--- config.mk ---
export PLATFORM = sky130hd
export DESIGN_NAME = audio_codec_if
export DESIGN_NICKNAME = d
export VERILOG_FILES = /design/src/rtl/audio_codec_pkg.sv /design/src/rtl/i2s_frame_timer.sv /design/src/rtl/audio_codec_if.sv
export SDC_FILE = /design/constraint.sdc
export NUM_CORES = 1
export LEC_CHECK = 0
export ABC_CLOCK_PERIOD_IN_PS = 2500
export BUFFER_PORTS_ARGS = -buffer_cell sky130_fd_sc_hd__buf_2
export CAP_MARGIN = 10
export CORE_MARGIN = 2
export CORE_UTILIZATION = 30
export DETAILED_ROUTE_END_ITERATION = 10
export GPL_ROUTABILITY_DRIVEN = 0
export HOLD_SLACK_MARGIN = 0.15
export MAX_ROUTING_LAYER = met4
export PLACE_DENSITY_LB_ADDON = 0.25
export SYNTH_ARGS = -nofsm -noshare
export SYNTH_HDL_FRONTEND = slang
export SYNTH_SLANG_ARGS = --single-unit
--- constraint.sdc ---
create_clock -name audio_clk -period 2.5 [get_ports audio_clk]
set_input_delay 0.625 -clock audio_clk [delete_from_list [all_inputs] [get_ports audio_clk]]
set_output_delay 0.625 -clock audio_clk [all_outputs]
set_load 0.02 [all_outputs]
--- src/rtl/audio_codec_pkg.sv ---
// ============================================================================
// Module   : audio_codec_pkg
// Purpose  : Shared frame-geometry helpers and LR clock levels for the I2S link.
// Revision : 1.0
// ============================================================================
`default_nettype none

package audio_codec_pkg;

    localparam logic LR_LEFT  = 1'b0;
    localparam logic LR_RIGHT = 1'b1;

    // 32 bit clocks per channel, two channels per frame.
    function automatic int frame_len(input int bclk_div);
        return 64 * bclk_div;
    endfunction

    function automatic int half_len(input int bclk_div);
        return frame_len(bclk_div) / 2;
    endfunction

    // First cycle in which the freshly captured left word is visible.
    function automatic int se_cnt(input int data_width, input int bclk_div);
        return data_width * bclk_div + bclk_div / 2 + 1;
    endfunction

    function automatic int req_cnt(input int bclk_div, input int req_lead);
        return frame_len(bclk_div) - req_lead;
    endfunction

endpackage

`default_nettype wire

--- src/rtl/i2s_frame_timer.sv ---
// ============================================================================
// Module   : i2s_frame_timer
// Purpose  : Frame counter, bit/LR clock generation and per-cycle strobes.
// Revision : 1.0
// ============================================================================
`default_nettype none

module i2s_frame_timer
    import audio_codec_pkg::*;
#(
    parameter int DATA_WIDTH = 16,
    parameter int BCLK_DIV   = 4,
    parameter int REQ_LEAD   = 8,
    parameter int IW         = (DATA_WIDTH > 1) ? $clog2(DATA_WIDTH) : 1
) (
    input  logic          clk,
    input  logic          rst_n,
    output logic          o_bclk,
    output logic          o_lrck,
    output logic          o_adc_sample_en,
    output logic          o_dac_bit_en,
    output logic [IW-1:0] o_dac_bit_idx,
    output logic          o_se_strobe,
    output logic          o_req_strobe,
    output logic          o_latch_strobe
);

    localparam int c_half   = half_len(BCLK_DIV);
    localparam int c_flen   = frame_len(BCLK_DIV);
    localparam int PW       = $clog2(BCLK_DIV);
    localparam logic [PW-1:0] c_ph_last = PW'(BCLK_DIV - 1);
    localparam logic [PW-1:0] c_ph_mid  = PW'(BCLK_DIV / 2);

    // The frame counter is held as {half, slot, phase}; cnt = half*HALF + slot*BCLK_DIV + phase.
    logic          r_half;
    logic [4:0]    r_slot;
    logic [PW-1:0] r_phase;
    logic          r_bclk;
    logic          r_lrck;

    logic          w_ph_wrap;
    logic          w_half_next;
    logic [4:0]    w_slot_next;
    logic [PW-1:0] w_phase_next;

    function automatic logic hit(input logic h, input logic [4:0] s,
                                 input logic [PW-1:0] p, input int c);
        return (h == (c >= c_half)) &&
               (int'(s) == ((c % c_half) / BCLK_DIV)) &&
               (int'(p) == (c % BCLK_DIV));
    endfunction

    assign w_ph_wrap    = (r_phase == c_ph_last);
    assign w_phase_next = w_ph_wrap ? '0 : r_phase + 1'b1;
    assign w_slot_next  = w_ph_wrap ? r_slot + 5'd1 : r_slot;
    assign w_half_next  = (w_ph_wrap && (r_slot == 5'd31)) ? ~r_half : r_half;

    always_ff @(posedge clk or negedge rst_n) begin
        if (!rst_n) begin
            r_half  <= 1'b0;
            r_slot  <= '0;
            r_phase <= '0;
            r_bclk  <= 1'b0;
            r_lrck  <= LR_LEFT;
        end else begin
            r_half  <= w_half_next;
            r_slot  <= w_slot_next;
            r_phase <= w_phase_next;
            // Pin levels track the counter value being entered, so they stay aligned with cnt.
            r_bclk  <= (w_phase_next >= c_ph_mid);
            r_lrck  <= w_half_next ? LR_RIGHT : LR_LEFT;
        end
    end

    assign o_bclk = r_bclk;
    assign o_lrck = r_lrck;

    assign o_adc_sample_en = !r_half && (r_slot >= 5'd1) && (r_slot <= 5'(DATA_WIDTH)) &&
                             (r_phase == c_ph_mid);

    // Data slots are judged on the upcoming slot so the registered pin changes on the BCLK fall.
    assign o_dac_bit_en  = (w_slot_next >= 5'd1) && (w_slot_next <= 5'(DATA_WIDTH));
    assign o_dac_bit_idx = IW'(DATA_WIDTH - int'(w_slot_next));

    assign o_se_strobe    = hit(r_half, r_slot, r_phase, se_cnt(DATA_WIDTH, BCLK_DIV) - 1);
    assign o_req_strobe   = hit(r_half, r_slot, r_phase, req_cnt(BCLK_DIV, REQ_LEAD) - 1);
    assign o_latch_strobe = hit(r_half, r_slot, r_phase, c_flen - 1);

endmodule

`default_nettype wire

--- src/rtl/audio_codec_if.sv ---
// ============================================================================
// Module   : audio_codec_if
// Purpose  : Master-mode I2S bridge between the board codec and filter_ctrl.
// Revision : 1.0
// ============================================================================
`default_nettype none

module audio_codec_if
    import audio_codec_pkg::*;
#(
    parameter int DATA_WIDTH = 16,
    parameter int BCLK_DIV   = 4,
    parameter int REQ_LEAD   = 8
) (
    input  logic                  audio_clk,
    input  logic                  reset_n,
    input  logic [DATA_WIDTH-1:0] audio_output,
    output logic [DATA_WIDTH-1:0] audio_input,
    output logic                  sample_end,
    output logic                  sample_req,
    output logic                  AUD_BCLK,
    output logic                  AUD_DACLRCK,
    output logic                  AUD_ADCLRCK,
    output logic                  AUD_DACDAT,
    input  logic                  AUD_ADCDAT
);

    localparam int IW = (DATA_WIDTH > 1) ? $clog2(DATA_WIDTH) : 1;

    logic          w_bclk;
    logic          w_lrck;
    logic          w_adc_sample_en;
    logic          w_dac_bit_en;
    logic [IW-1:0] w_dac_bit_idx;
    logic          w_se_strobe;
    logic          w_req_strobe;
    logic          w_latch_strobe;

    logic [DATA_WIDTH-1:0] r_dac_word;
    logic [DATA_WIDTH-2:0] r_adc_shift;
    logic [DATA_WIDTH-1:0] r_audio_input;
    logic                  r_sample_end;
    logic                  r_sample_req;
    logic                  r_dacdat;
    logic [DATA_WIDTH-1:0] w_adc_shift_next;

    i2s_frame_timer #(
        .DATA_WIDTH (DATA_WIDTH),
        .BCLK_DIV   (BCLK_DIV),
        .REQ_LEAD   (REQ_LEAD),
        .IW         (IW)
    ) u_timer (
        .clk             (audio_clk),
        .rst_n           (reset_n),
        .o_bclk          (w_bclk),
        .o_lrck          (w_lrck),
        .o_adc_sample_en (w_adc_sample_en),
        .o_dac_bit_en    (w_dac_bit_en),
        .o_dac_bit_idx   (w_dac_bit_idx),
        .o_se_strobe     (w_se_strobe),
        .o_req_strobe    (w_req_strobe),
        .o_latch_strobe  (w_latch_strobe)
    );

    assign w_adc_shift_next = {r_adc_shift, AUD_ADCDAT};

    // The sample_end edge coincides with the last-bit sample, so the capture takes the
    // word including that bit; only DATA_WIDTH-1 earlier bits need to be held.
    always_ff @(posedge audio_clk or negedge reset_n) begin
        if (!reset_n) begin
            r_dac_word    <= '0;
            r_adc_shift   <= '0;
            r_audio_input <= '0;
            r_sample_end  <= 1'b0;
            r_sample_req  <= 1'b0;
            r_dacdat      <= 1'b0;
        end else begin
            if (w_adc_sample_en) begin
                r_adc_shift <= w_adc_shift_next[DATA_WIDTH-2:0];
            end
            if (w_se_strobe) begin
                r_audio_input <= w_adc_shift_next;
            end
            if (w_latch_strobe) begin
                r_dac_word <= audio_output;
            end
            r_sample_end <= w_se_strobe;
            r_sample_req <= w_req_strobe;
            r_dacdat     <= w_dac_bit_en ? r_dac_word[w_dac_bit_idx] : 1'b0;
        end
    end

    assign audio_input = r_audio_input;
    assign sample_end  = r_sample_end;
    assign sample_req  = r_sample_req;
    assign AUD_BCLK    = w_bclk;
    assign AUD_DACLRCK = w_lrck;
    assign AUD_ADCLRCK = w_lrck;
    assign AUD_DACDAT  = r_dacdat;

endmodule

`default_nettype wire

== Yosys cells after proc, flatten, opt, wreduce, memory -nomap -nowiden ==
Index checks and enable logic that the tools add are counted.

* Flip-flop bits (word level): 60
* Input port bits: 19
* Output and inout port bits: 22
* Logic and storage cells: 48

* Add/subtract/negate cells: 3
* Order comparisons: 6
* Equality and inequality tests: 8
* Mux-type cells: 7
* Bitwise operators: 1
* Reduce and logical (&&, ||, !) cells: 12

{| class="wikitable"
|+ Operators with widths
! kind !! number
|-
| 1-bit logical AND || 11
|-
| 5-bit == test, second input constant || 2
|-
| 5-bit by 1-bit >= comparator with 1-bit output, second input constant || 2
|-
| 5-bit less-or-equal comparator, second input constant || 2
|-
| 2-bit == test, second input constant || 3
|-
| 5-bit by 1-bit adder with 5-bit output, second input constant || 1
|-
| 5-bit by 1-bit == test with 1-bit output, second input constant || 1
|-
| 5-bit by 3-bit == test with 1-bit output, second input constant || 1
|-
| 4-bit by 5-bit less-than comparator with 1-bit output, second input constant || 1
|-
| 5-bit 2-to-1 mux || 1
|-
| 1-bit binary-select mux with 4-bit select || 1
|-
| 1-bit 2-to-1 mux || 4
|-
| 1-bit by 4-bit subtractor with 4-bit output, first input constant || 1
|-
| 2-bit by 1-bit adder with 2-bit output, second input constant || 1
|-
| 2-bit by 1-bit == test with 1-bit output, second input constant || 1
|-
| 2-bit >= comparator, second input constant || 1
|-
| 2-bit 2-to-1 mux || 1
|-
| 1-bit logical NOT || 1
|-
| 1-bit inverter || 1
|}

== Depth between registers and ports, before layout ==
* Word-level depth: 6
* Gate-level depth with buffers: 10
* Gate-level depth less buffers: 10

== Modules after synthesis ==
A second synthesis with hierarchy kept.

* Cells, all modules: 185
* Area, all modules: 2573.7 sq um

{| class="wikitable"
|+ By module, submodules not included
! module !! times used !! cells an instance !! area each (sq um) !! seq. area each (sq um)
|-
| audio_codec_if || 1 || 121 || 1971.9 || 1251.2
|-
| i2s_frame_timer || 1 || 64 || 601.8 || 200.2
|}

== Worst setup path before layout ==
No wires, ideal clock.

* Kind: reg2reg
* Start: register u_timer.o_bclk (netlist name)
* End: register r_dacdat, in the netlist AUD_DACDAT
* Setup time: 0.138 ns
* Arrival: 2.254 ns
* Required time: 2.362 ns
* Slack: 0.108 ns
* Cell stages (with the launch flop): 9
* Buffers on the path: 1
* Clock period less this slack: 2.392 ns
* Cell sequence: dfrtp_1 > ha_1 > xnor2_2 > inv_1 > ha_1 > buf_1 > mux2_2 > o211ai_1 > a311oi_2

{| class="wikitable"
|+ RTL lines
! element !! line !! text
|-
| end signal: assignment || audio_codec_if.sv:89 || <nowiki>r_dacdat <= w_dac_bit_en ? r_dac_word[w_dac_bit_idx] : 1'b0;</nowiki>
|-
| end: declaration || audio_codec_if.sv:44 || <nowiki>logic r_dacdat;</nowiki>
|}

==> flow_summary.toml <==
[cells_and_area]
areaGrowthSynthToFinish_pct = 21.01
layout.cells.most_common_list = "sky130_fd_sc_hd__dfrtp_1, sky130_fd_sc_hd__buf_2, sky130_fd_sc_hd__mux2_2"
post_route_cells_drive_above_1_share = 0.5236
n_antenna_cell = 0
nFillCells = 814
layout.cells.non_filler = 338
mostFrequentLayoutCell = "sky130_fd_sc_hd__dfrtp_1"
layout.nets = 255

[place]
dp.final_hpwl_um = 2942
placed_cells_incl_taps = 322
placement.io_buffers = 40

[timing]
achievable-frequency_ghz = 0.4444
final.period_utilization = 0.9000
measured_slew_at_the_worst_slew_check_pin_ns = 0.3125
slew_headroom = 0.7857
final_hold_viol_count = 0
worst_hold_slack_ns = 0.2859
slew_violations = 0
report.final.setup_viol = 0
final.min_clock_period_ns = 2.250
total_negative_slack_for_setup_checks_ns = 0
setup_repair_after_global_routing_missed_its_margin = "false"
fin_skew_ns = 0.006540

[clock_tree]
cts_tree = "built"
cell_at_the_root_of_the_clock_tree = "sky130_fd_sc_hd__clkbuf_8"
cts_num_sinks = 58
h_tree_levels = 3
worstSkewPairLatency_ns = 0.33
clk_pin_slew_ns = 0.07
cts_inserted_buffers = 9
quantity_of_hold_fixing_buffers_added_after_cts = 0
bufs_on_longest_clock_path = 2

[critical_path]
regToRegEndpoint = "AUD_DACDAT"
timing.critical_path.slowest_stage_cell = "sky130_fd_sc_hd__ha_2"
cp.arrival_ns = 2.45
critical_path.cell_chain = "ha_1 -> xnor2_2 -> inv_1 -> ha_2 -> mux2_2 -> o211ai_1 -> a311oi_2"
worst_path_largest_cell_delay_ns = 0.42
cp-end-kind = "flop"
timing_worst_setup_path_type = "flop to flop"
timing.reg2reg.setup_slack_ns = 0.25
critical_path.top_delay_family = "adder cells"
critical_path_depth = 7
cp.required_ns = 2.70
cp-startpoint = "u_timer.o_bclk"
timing.critical_path.buf_inv = 1
r2r.worst_path.cells = 7
reg2reg_from = "u_timer.o_bclk"
timing.critical_path.fanout_max = 6
crit_path_start_kind = "flop"

[synth]
synth-seq-area-share = 0.5590
ys_warn_count = 0
postSynthAreaPerCell_um2 = 14.67
number_of_standard_cells_after_synthesis = 177
ys.flop_type = "sky130_fd_sc_hd__dfrtp_1"
mappedNetlistArea_mm2 = 0.002596
synth_seq_cells = 58
count_of_flip_flops_with_a_built_in_enable_after_synthesis = 0
postSynthNetCount = 204
synth-async-reset-ratio = 1.000
post_synth_num_cell_types = 32

[grt]
first_global_vias = 1601
overflow_left_after_global_routing = 0
groute.usage.overall = 0.1076
antenna_found_initial = 0
grt_max_degree = 59
grt_pass1_wl_um = 7714

[routing]
vias = 1494
routed_via_density = 4.420
ant_nets = 0
routed_wl_um = 4320
detail_route.drc_violations = 0
firstDrtPassIters = 4
drt_iter0_markers = 59
wire_per_inst_um = 12.78

[worst_hold_path]
worstHoldPathType = "primary input to async pin"

[floorplanning]
initial_utilization = 0.3128
row_count = 33
die_x_um = 97.03
io_pins = 41
core_mm2 = 0.008299
fp.dieH_um = 97.03
dieArea_mm2 = 0.009414

[run]
drv.max_cap_violation_count = 0

[power]
powerDensity_mw_per_mm2 = 579.9
static_leakage_nw = 1.559
worst_ir_drop_vdd_mv = 0.3047

[outcome]
run_status = "complete, no violations"
==> per-layer routing <==
| layer | vias to the layer above | global-route usage | wire length, µm |
|---|---|---|---|
| met5 | - | - | 0 |
| met4 | 0 | 0.04875 | 82 |
| met3 | 10 | 0.04263 | 238 |
| met2 | 37 | 0.1581 | 2061 |
| met1 | 730 | 0.1305 | 1938 |
| li1 | 717 | - | - |
==> timing repair <==
action,CTS,global route
buffers inserted,0,0
setup endpoints to repair,0,1
gates resized for setup,0,2
endpoints found under the hold margin,0,0
==> state kept, by name (all words and copies together) (netlist names) <==
signal and flops:
AUD_DACDAT 1, audio_input 16, r_adc_shift 15, r_dac_word 16, sample_end 1, sample_req 1
u_timer.o_bclk 1, u_timer.r_half 1, u_timer.r_phase 1, u_timer.r_slot 5
==> synthesized netlist by cell type (2+ instances only) <==
master / n / area share
sky130_fd_sc_hd__buf_2: 2 / 0.0039
sky130_fd_sc_hd__buf_4: 2 / 0.0058
sky130_fd_sc_hd__buf_6: 2 / 0.0087
sky130_fd_sc_hd__dfrtp_1: 58 / 0.56
sky130_fd_sc_hd__ha_1: 8 / 0.039
sky130_fd_sc_hd__inv_1: 10 / 0.014
sky130_fd_sc_hd__mux2_2: 39 / 0.17
sky130_fd_sc_hd__mux2_4: 10 / 0.058
sky130_fd_sc_hd__mux2i_1: 4 / 0.015
sky130_fd_sc_hd__mux4_2: 2 / 0.017
sky130_fd_sc_hd__nand2_1: 8 / 0.012
sky130_fd_sc_hd__nand4_1: 2 / 0.0048
sky130_fd_sc_hd__nor2_1: 3 / 0.0043
sky130_fd_sc_hd__o211ai_1: 2 / 0.0058
sky130_fd_sc_hd__o31ai_2: 2 / 0.0096
sky130_fd_sc_hd__or4_1: 2 / 0.0058
sky130_fd_sc_hd__xnor2_1: 3 / 0.010
sky130_fd_sc_hd__xnor2_2: 2 / 0.013
sky130_fd_sc_hd__xor2_1: 3 / 0.010
==> cell type report <==
| class | count | area [µm²] | area share |
|---|---|---|---|
| clock buffer | 12 | 155.1 | 0.04938 |
| clock inverter | 4 | 26.28 | 0.008363 |
| inverter | 10 | 37.54 | 0.01195 |
| multi-input combinational | 102 | 1075 | 0.3421 |
| sequential | 58 | 1451 | 0.4620 |
| tap | 105 | 131.4 | 0.04182 |
| timing repair buffer | 47 | 265.3 | 0.08443 |
==> cell families after synthesis <==
kind of cell	share of synthesized area
adder cells (fa/ha/maj)	0.03856
AND/OR/NAND/NOR	0.04675
AO/OA/AOI/OAI	0.02891
XOR/XNOR	0.03277
multiplexers	0.2598
buffers and inverters	0.03421
flip-flops	0.5590
==> metrics by stage <==
stage	worst slack [ns]	instance area (µm²)	util	total power, mW
2_1_floorplan	0.1084	2596	-	1.021
3_3_place_gp	0.2140	2950	0.3555	1.067
3_5_place_dp	0.1499	2950	0.3555	1.068
4_1_cts	0.1069	3132	0.3774	1.862
5_1_grt	0.01922	3142	0.3786	1.924
6_report	0.2499	3142	0.3786	1.822
==> where the power goes <==
group	internal (mW)	switching [mW]	leakage, nW
Combinational	0.0393	0.0314	0.738
Sequential	0.963	0.0141	0.729
Clock	0.412	0.363	0.0924
Total	1.41	0.408	1.56
==> worst max path at each step <==
stage,to
after floorplan,AUD_DACDAT
after global placement,AUD_DACDAT
after detailed placement,AUD_DACDAT
after CTS,AUD_DACDAT
after global routing,AUD_DACDAT
final,AUD_DACDAT
(Power assumes the default switching activity.)
